`src/rtl/l1b_seq_pkg.sv`:
```
// Shared types and sizing for the L1B weight-read sequencer.
// One instance per L1B bank; both instances share these widths.
package l1b_seq_pkg;

    localparam int BANK_CH       = 16;
    localparam int L1B_RAM_DEPTH = 256;
    localparam int AW            = $clog2(L1B_RAM_DEPTH);
    localparam int RD_LAT        = 1;
    localparam int REP_W         = 4;
    localparam int BW            = AW + REP_W + 1;
    localparam int DW            = (RD_LAT > 1) ? $clog2(RD_LAT) : 1;

    typedef enum logic [1:0] {
        IDLE,
        RUN,
        DRAIN,
        DONE
    } seq_state_t;

    typedef struct packed {
        logic [AW-1:0]      base;
        logic [AW-1:0]      stride;
        logic [AW:0]        len;
        logic [REP_W-1:0]   rep;
        logic [BANK_CH-1:0] cs_mask;
        logic [1:0]         dst_sel;
    } l1b_wrd_cmd_t;

endpackage

```
`src/rtl/l1b_rd_addr_gen.sv`:
```
// Row address, beat and pass counters for one weight-broadcast command.
// Each pass restarts at the base row once its last beat has been issued.
module l1b_rd_addr_gen
    import l1b_seq_pkg::*;
(
    input  logic             clk,
    input  logic             rst,
    input  logic             i_load,
    input  logic             i_advance,
    input  logic [AW-1:0]    i_load_base,
    input  logic [AW-1:0]    i_base,
    input  logic [AW-1:0]    i_stride,
    input  logic [AW:0]      i_len,
    input  logic [REP_W-1:0] i_rep,
    output logic [AW-1:0]    o_addr,
    output logic             o_last_beat,
    output logic             o_last_pass
);

    logic [AW-1:0]    r_addr;
    logic [AW:0]      r_beat_cnt;
    logic [REP_W-1:0] r_pass_cnt;
    logic [AW:0]      w_len_m1;

    assign w_len_m1    = i_len - (AW+1)'(1);
    assign o_last_beat = (r_beat_cnt == w_len_m1);
    assign o_last_pass = (r_pass_cnt == i_rep);
    assign o_addr      = r_addr;

    // Address wraps naturally at AW bits, matching the RAM depth.
    always_ff @(posedge clk or posedge rst) begin
        if (rst) begin
            r_addr     <= '0;
            r_beat_cnt <= '0;
            r_pass_cnt <= '0;
        end else if (i_load) begin
            r_addr     <= i_load_base;
            r_beat_cnt <= '0;
            r_pass_cnt <= '0;
        end else if (i_advance) begin
            if (o_last_beat) begin
                r_addr     <= i_base;
                r_beat_cnt <= '0;
                if (!o_last_pass) begin
                    r_pass_cnt <= r_pass_cnt + REP_W'(1);
                end
            end else begin
                r_addr     <= r_addr + i_stride;
                r_beat_cnt <= r_beat_cnt + (AW+1)'(1);
            end
        end
    end

endmodule

```
`src/rtl/l1b_weight_rd_seq.sv`:
```
// Per-bank weight-read sequencer: turns one broadcast command into a stream
// of chip-select/address reads steered to the cubank weight path.
module l1b_weight_rd_seq
    import l1b_seq_pkg::*;
(
    input  logic               clk,
    input  logic               rst,
    input  logic               cmd_valid,
    output logic               cmd_ready,
    input  logic [AW-1:0]      cmd_base_addr,
    input  logic [AW-1:0]      cmd_stride,
    input  logic [AW:0]        cmd_len,
    input  logic [REP_W-1:0]   cmd_rep,
    input  logic [BANK_CH-1:0] cmd_cs_mask,
    input  logic [1:0]         cmd_dst_sel,
    input  logic               abort,
    input  logic               tcache_data_busy,
    output logic [BANK_CH-1:0] tcache_data_cs,
    output logic               tcache_data_data_we,
    output logic [AW-1:0]      tcache_data_addr,
    output logic               weight_rd_mode,
    output logic [1:0]         mv_cub_dst_sel,
    output logic               seq_busy,
    output logic               seq_done,
    output logic [BW-1:0]      beats_issued
);

    seq_state_t   r_state;
    l1b_wrd_cmd_t r_cmd;
    logic         r_wrmode;
    logic         r_done;
    logic [BW-1:0] r_beats;
    logic [DW-1:0] r_drain_cnt;

    l1b_wrd_cmd_t w_cmd_in;
    logic         w_accept;
    logic         w_issue;
    logic         w_empty;
    logic         w_last_beat;
    logic         w_last_pass;

    assign w_cmd_in = '{base:    cmd_base_addr,
                        stride:  cmd_stride,
                        len:     cmd_len,
                        rep:     cmd_rep,
                        cs_mask: cmd_cs_mask,
                        dst_sel: cmd_dst_sel};

    assign w_accept = cmd_valid && (r_state == IDLE);
    assign w_issue  = (r_state == RUN) && !tcache_data_busy;
    assign w_empty  = (cmd_len == '0) || (cmd_cs_mask == '0);

    l1b_rd_addr_gen u_addr_gen (
        .clk         (clk),
        .rst         (rst),
        .i_load      (w_accept),
        .i_advance   (w_issue),
        .i_load_base (cmd_base_addr),
        .i_base      (r_cmd.base),
        .i_stride    (r_cmd.stride),
        .i_len       (r_cmd.len),
        .i_rep       (r_cmd.rep),
        .o_addr      (tcache_data_addr),
        .o_last_beat (w_last_beat),
        .o_last_pass (w_last_pass)
    );

    // Mode stays high through the drain so the core's registered mode still
    // covers the final returned row.
    always_ff @(posedge clk or posedge rst) begin
        if (rst) begin
            r_state     <= IDLE;
            r_cmd       <= '0;
            r_wrmode    <= 1'b0;
            r_done      <= 1'b0;
            r_beats     <= '0;
            r_drain_cnt <= '0;
        end else begin
            r_done <= 1'b0;
            case (r_state)
                IDLE: begin
                    if (w_accept) begin
                        r_cmd   <= w_cmd_in;
                        r_beats <= '0;
                        if (w_empty) begin
                            r_state <= DONE;
                            r_done  <= 1'b1;
                        end else begin
                            r_state  <= RUN;
                            r_wrmode <= 1'b1;
                        end
                    end
                end
                RUN: begin
                    if (w_issue) begin
                        r_beats <= r_beats + BW'(1);
                    end
                    if (abort || (w_issue && w_last_beat && w_last_pass)) begin
                        r_state     <= DRAIN;
                        r_drain_cnt <= '0;
                    end
                end
                DRAIN: begin
                    if (r_drain_cnt == DW'(RD_LAT - 1)) begin
                        r_state  <= DONE;
                        r_wrmode <= 1'b0;
                        r_done   <= 1'b1;
                    end else begin
                        r_drain_cnt <= r_drain_cnt + DW'(1);
                    end
                end
                DONE: begin
                    r_state <= IDLE;
                end
                default: begin
                    r_state <= IDLE;
                end
            endcase
        end
    end

    assign tcache_data_cs      = (r_state == RUN) ?
                                 (r_cmd.cs_mask & {BANK_CH{!tcache_data_busy}}) : '0;
    assign tcache_data_data_we = 1'b0;
    assign cmd_ready           = (r_state == IDLE);
    assign seq_busy            = (r_state != IDLE);
    assign seq_done            = r_done;
    assign weight_rd_mode      = r_wrmode;
    assign mv_cub_dst_sel      = r_cmd.dst_sel;
    assign beats_issued        = r_beats;

endmodule

```
`config.mk`:
```
export PLATFORM = sky130hd
export DESIGN_NAME = l1b_weight_rd_seq
export DESIGN_NICKNAME = d
export VERILOG_FILES = /design/src/rtl/l1b_seq_pkg.sv /design/src/rtl/l1b_rd_addr_gen.sv /design/src/rtl/l1b_weight_rd_seq.sv
export SDC_FILE = /design/constraint.sdc
export NUM_CORES = 1
export LEC_CHECK = 0
export CORE_ASPECT_RATIO = 2
export CORE_MARGIN = 3
export CORE_UTILIZATION = 60
export CTS_BUF_LIST = sky130_fd_sc_hd__clkbuf_8
export DETAILED_ROUTE_END_ITERATION = 12
export DONT_BUFFER_PORTS = 1
export PLACE_DENSITY = 0.79
export SLEW_MARGIN = 10
export SYNTH_ARGS = -nofsm -noshare
export SYNTH_HDL_FRONTEND = slang
export SYNTH_SLANG_ARGS = --single-unit
```
`constraint.sdc`:
```
create_clock -name clk -period 2.31 [get_ports clk]
set_input_delay 0.231 -clock clk [delete_from_list [all_inputs] [get_ports clk]]
set_output_delay 0.231 -clock clk [all_outputs]
set_load 0.02 [all_outputs]
```
==> results.toml <==
[cells_and_area]
ff_latch_area_sq_um = 2130
final_cell_mix = "158 x nand2_1, 84 x dfrtp_1, 52 x buf_4"
diodes = 0
multiInputGateArea_sq_um = 2540
nets = 693
drive_above_1_share_pct = 18.7
mostFrequentLayoutCell = "nand2_1"
nFillCells = 447
fin_util_pct = 81.4
area_growth_pct = 29.9

[grt]
antenna_found_initial = 0
overflow = 0
grt_max_degree = 43
first_global_vias = 4569
grtUsageTotal_pct = 31.8
grt_pass1_wl_um = 20800

[clock_tree]
cts_max_path_buffers = 2
clock_latency_ps = 370
numClockSinks = 85
numCtsBuffers = 9
htreeDepth = 3
cts_root_buf = "clkbuf_8"
cts_tree = "yes"
cts.reportedPaths.clkPinSlew_ps = 90

[timing]
period_needed_ps = 2430
fin_tns_setup_ps = -1290
tightest_slew_ps = 538
slew_viol_final = 0
whs_ps = 26.9
timing.fmax_mhz = 412
grt_setup_unrepaired = "yes"
period_share_pct = 105
hold_violations = 0
fin_ws_ps = -116
setup-violations-final = 22
fin_skew_ps = 15.1
slew_headroom_pct = 63.6

[synth]
syn_inst = 532
yosysTopAreaCell = "dfrtp_1"
ys_types = 54
synth_area_sq_um = 4630
synth-seq-cells = 85
syn-num-nets = 599
yosysSeqAreaShare_pct = 46.0
synthArstFlopShare_pct = 100
post-synth-top-area-fraction_pct = 46.0
synth_edf_count = 0
synthFlopType = "dfrtp_1"
synth-warning-count = 0
yosys-top-cells-area = "dfrtp_1 46%, nand2_1 13%, ha_1 3.8%"
syn-mean-instance-area_sq_um = 8.69

[drt]
drtIter0Drc = 275
via_per_inst = 5.98
dr.pass1.iters = 7
finalWirelength_um = 13300
ant_nets = 0
drc = 0
wl_per_cell_um = 18.4
vias = 4323

[worst_setup_path]
endpoint_kind = "flop"
cp_max_fo = 6
required_ps = 2560
worstSetupStartpointType = "flop"
r2r_cells = 7
critPathKind = "reg -> reg"
crit_arrival_ps = 2680

[die]
die_x_um = 68.1
top_level_ports = 96
core_region_area_sq_um = 7380
dieArea_sq_um = 8860
rows = 44
die_h_um = 130
start_util_pct = 62.7

[run_status]
outcome = "finished, violations left"
violations = "setup timing"

[power]
p_per_area_nw_per_um2 = 1260
leakage_nw = 2.85
peakVddDrop_mv = 0.973

[placed_design]
pre_cts_ws_ps = -160
gp_congestion = 0.884
dpl.hpwl_um = 8860
io_buffers = 0

[job]
drv_cap = 0

[min_path]
hold_path_depth = 2
hp-class = "in -> reg"
critical path: stages, from the launching register on:
cell and delay, ps:
dfrtp_1 430, o31a_1 310, or4_1 470, o31a_1 140, a211o_4 390, buf_6 140, o31ai_4 310, nor2_1 110
synth_stat cells (2+ instances only):
cell type / instances
o31ai_1: 2
o21ai_0: 13
xnor2_1: 19
inv_1: 13
buf_2: 3
xor2_1: 15
nand2_1: 161
buf_1: 4
or4_1: 3
and3_1: 10
a222oi_1: 4
a211oi_1: 2
a22oi_1: 2
a32o_1: 2
nand4_1: 9
nand2b_1: 4
a21boi_0: 3
ha_1: 14
nor2b_1: 7
nor2_1: 30
nor4_1: 6
clkbuf_1: 14
and4_1: 2
mux2i_1: 7
buf_4: 3
o221ai_1: 2
a21oi_1: 12
o31a_1: 2
o211ai_1: 2
a31oi_1: 5
o21a_1: 4
and2_1: 19
o21bai_1: 2
dfrtp_1: 85
nand3_1: 8
nor3_1: 17
a211o_1: 2
or3_1: 4
metrics by stage:
| step | instance area (sq um) | power, mW | std cells |
|---|---|---|---|
| 2_1_floorplan | 4670 | 4.72 | 532 |
| 3_3_place_gp | 5050 | 5.74 | 648 |
| 3_5_place_dp | 5050 | 5.87 | 648 |
| 4_1_cts | 5880 | 7.32 | 720 |
| 5_1_grt | 6010 | 8.08 | 723 |
| 6_report | 6010 | 7.59 | 723 |
report_power, final:
group | leakage [nW] | internal, mW | total, mW | switching [mW]
registers | 1.09 | 2.02 | 2.55 | 0.536
logic | 1.67 | 1.76 | 3.92 | 2.16
clock network | 0.0951 | 0.534 | 1.11 | 0.577
total | 2.85 | 4.31 | 7.59 | 3.27
cell families after synthesis:
kind of cell / after synthesis / synth area share (%)
and+or+nand+nor: 285 / 28.1
DFF: 85 / 46.0
AOI/OAI and AO/OA: 68 / 10.3
buffers and inverters: 37 / 3.33
xor gates and xnor gates: 34 / 6.44
adders and majority gates: 15 / 4.22
muxes: 7 / 1.51
other: 1 / 0.0811
registers in the layout, indices dropped and copies added, names as in the netlist:
name,flops
mv_cub_dst_sel,2
u_addr_gen.o_addr,8
r_cmd,45
seq_done,1
u_addr_gen.r_beat_cnt,9
r_state,2
weight_rd_mode,1
beats_issued,13
u_addr_gen.r_pass_cnt,4
timing repair:
action                     in CTS  in global routing
setup endpoints to repair      39                 39
buffers inserted                8                  3
gates resized for setup        22                 26
cloned                          1                  0
hold endpoints to repair       65                  0
hold buffers                   47                  0
pin swaps                      15                 15
final timing paths:
kind / start / to / slack [ps]
worst max-delay path: r_cmd[23] / u_addr_gen.r_beat_cnt[7] / -120
worst min-delay path: cmd_base_addr[7] / r_cmd[46] / 30
worst max register to register: r_cmd[23] / u_addr_gen.r_beat_cnt[7] / -120
worst min register to register: r_cmd[15] / r_cmd[15] / 470
max in group asynchronous: rst / r_cmd[46] / 1310
min in group asynchronous: rst / beats_issued[12] / 390
layout make-up:
type	instances	share of cell area (%)
multi-input combinational	410	42.4
timing repair buffer	107	16.0
tap	92	1.92
clock buffer	10	2.29
inverter	13	0.875
sequential	85	35.4
clock inverter	6	1.17
per-layer routing:
metal  track usage [%]  part of all wire, %
met5                 0                    0
met4              19.7                  4.3
met3              7.92                  6.2
met2              56.1                   55
met1              31.9                   34
No activity file was read; power rests on OpenSTA's default activity.
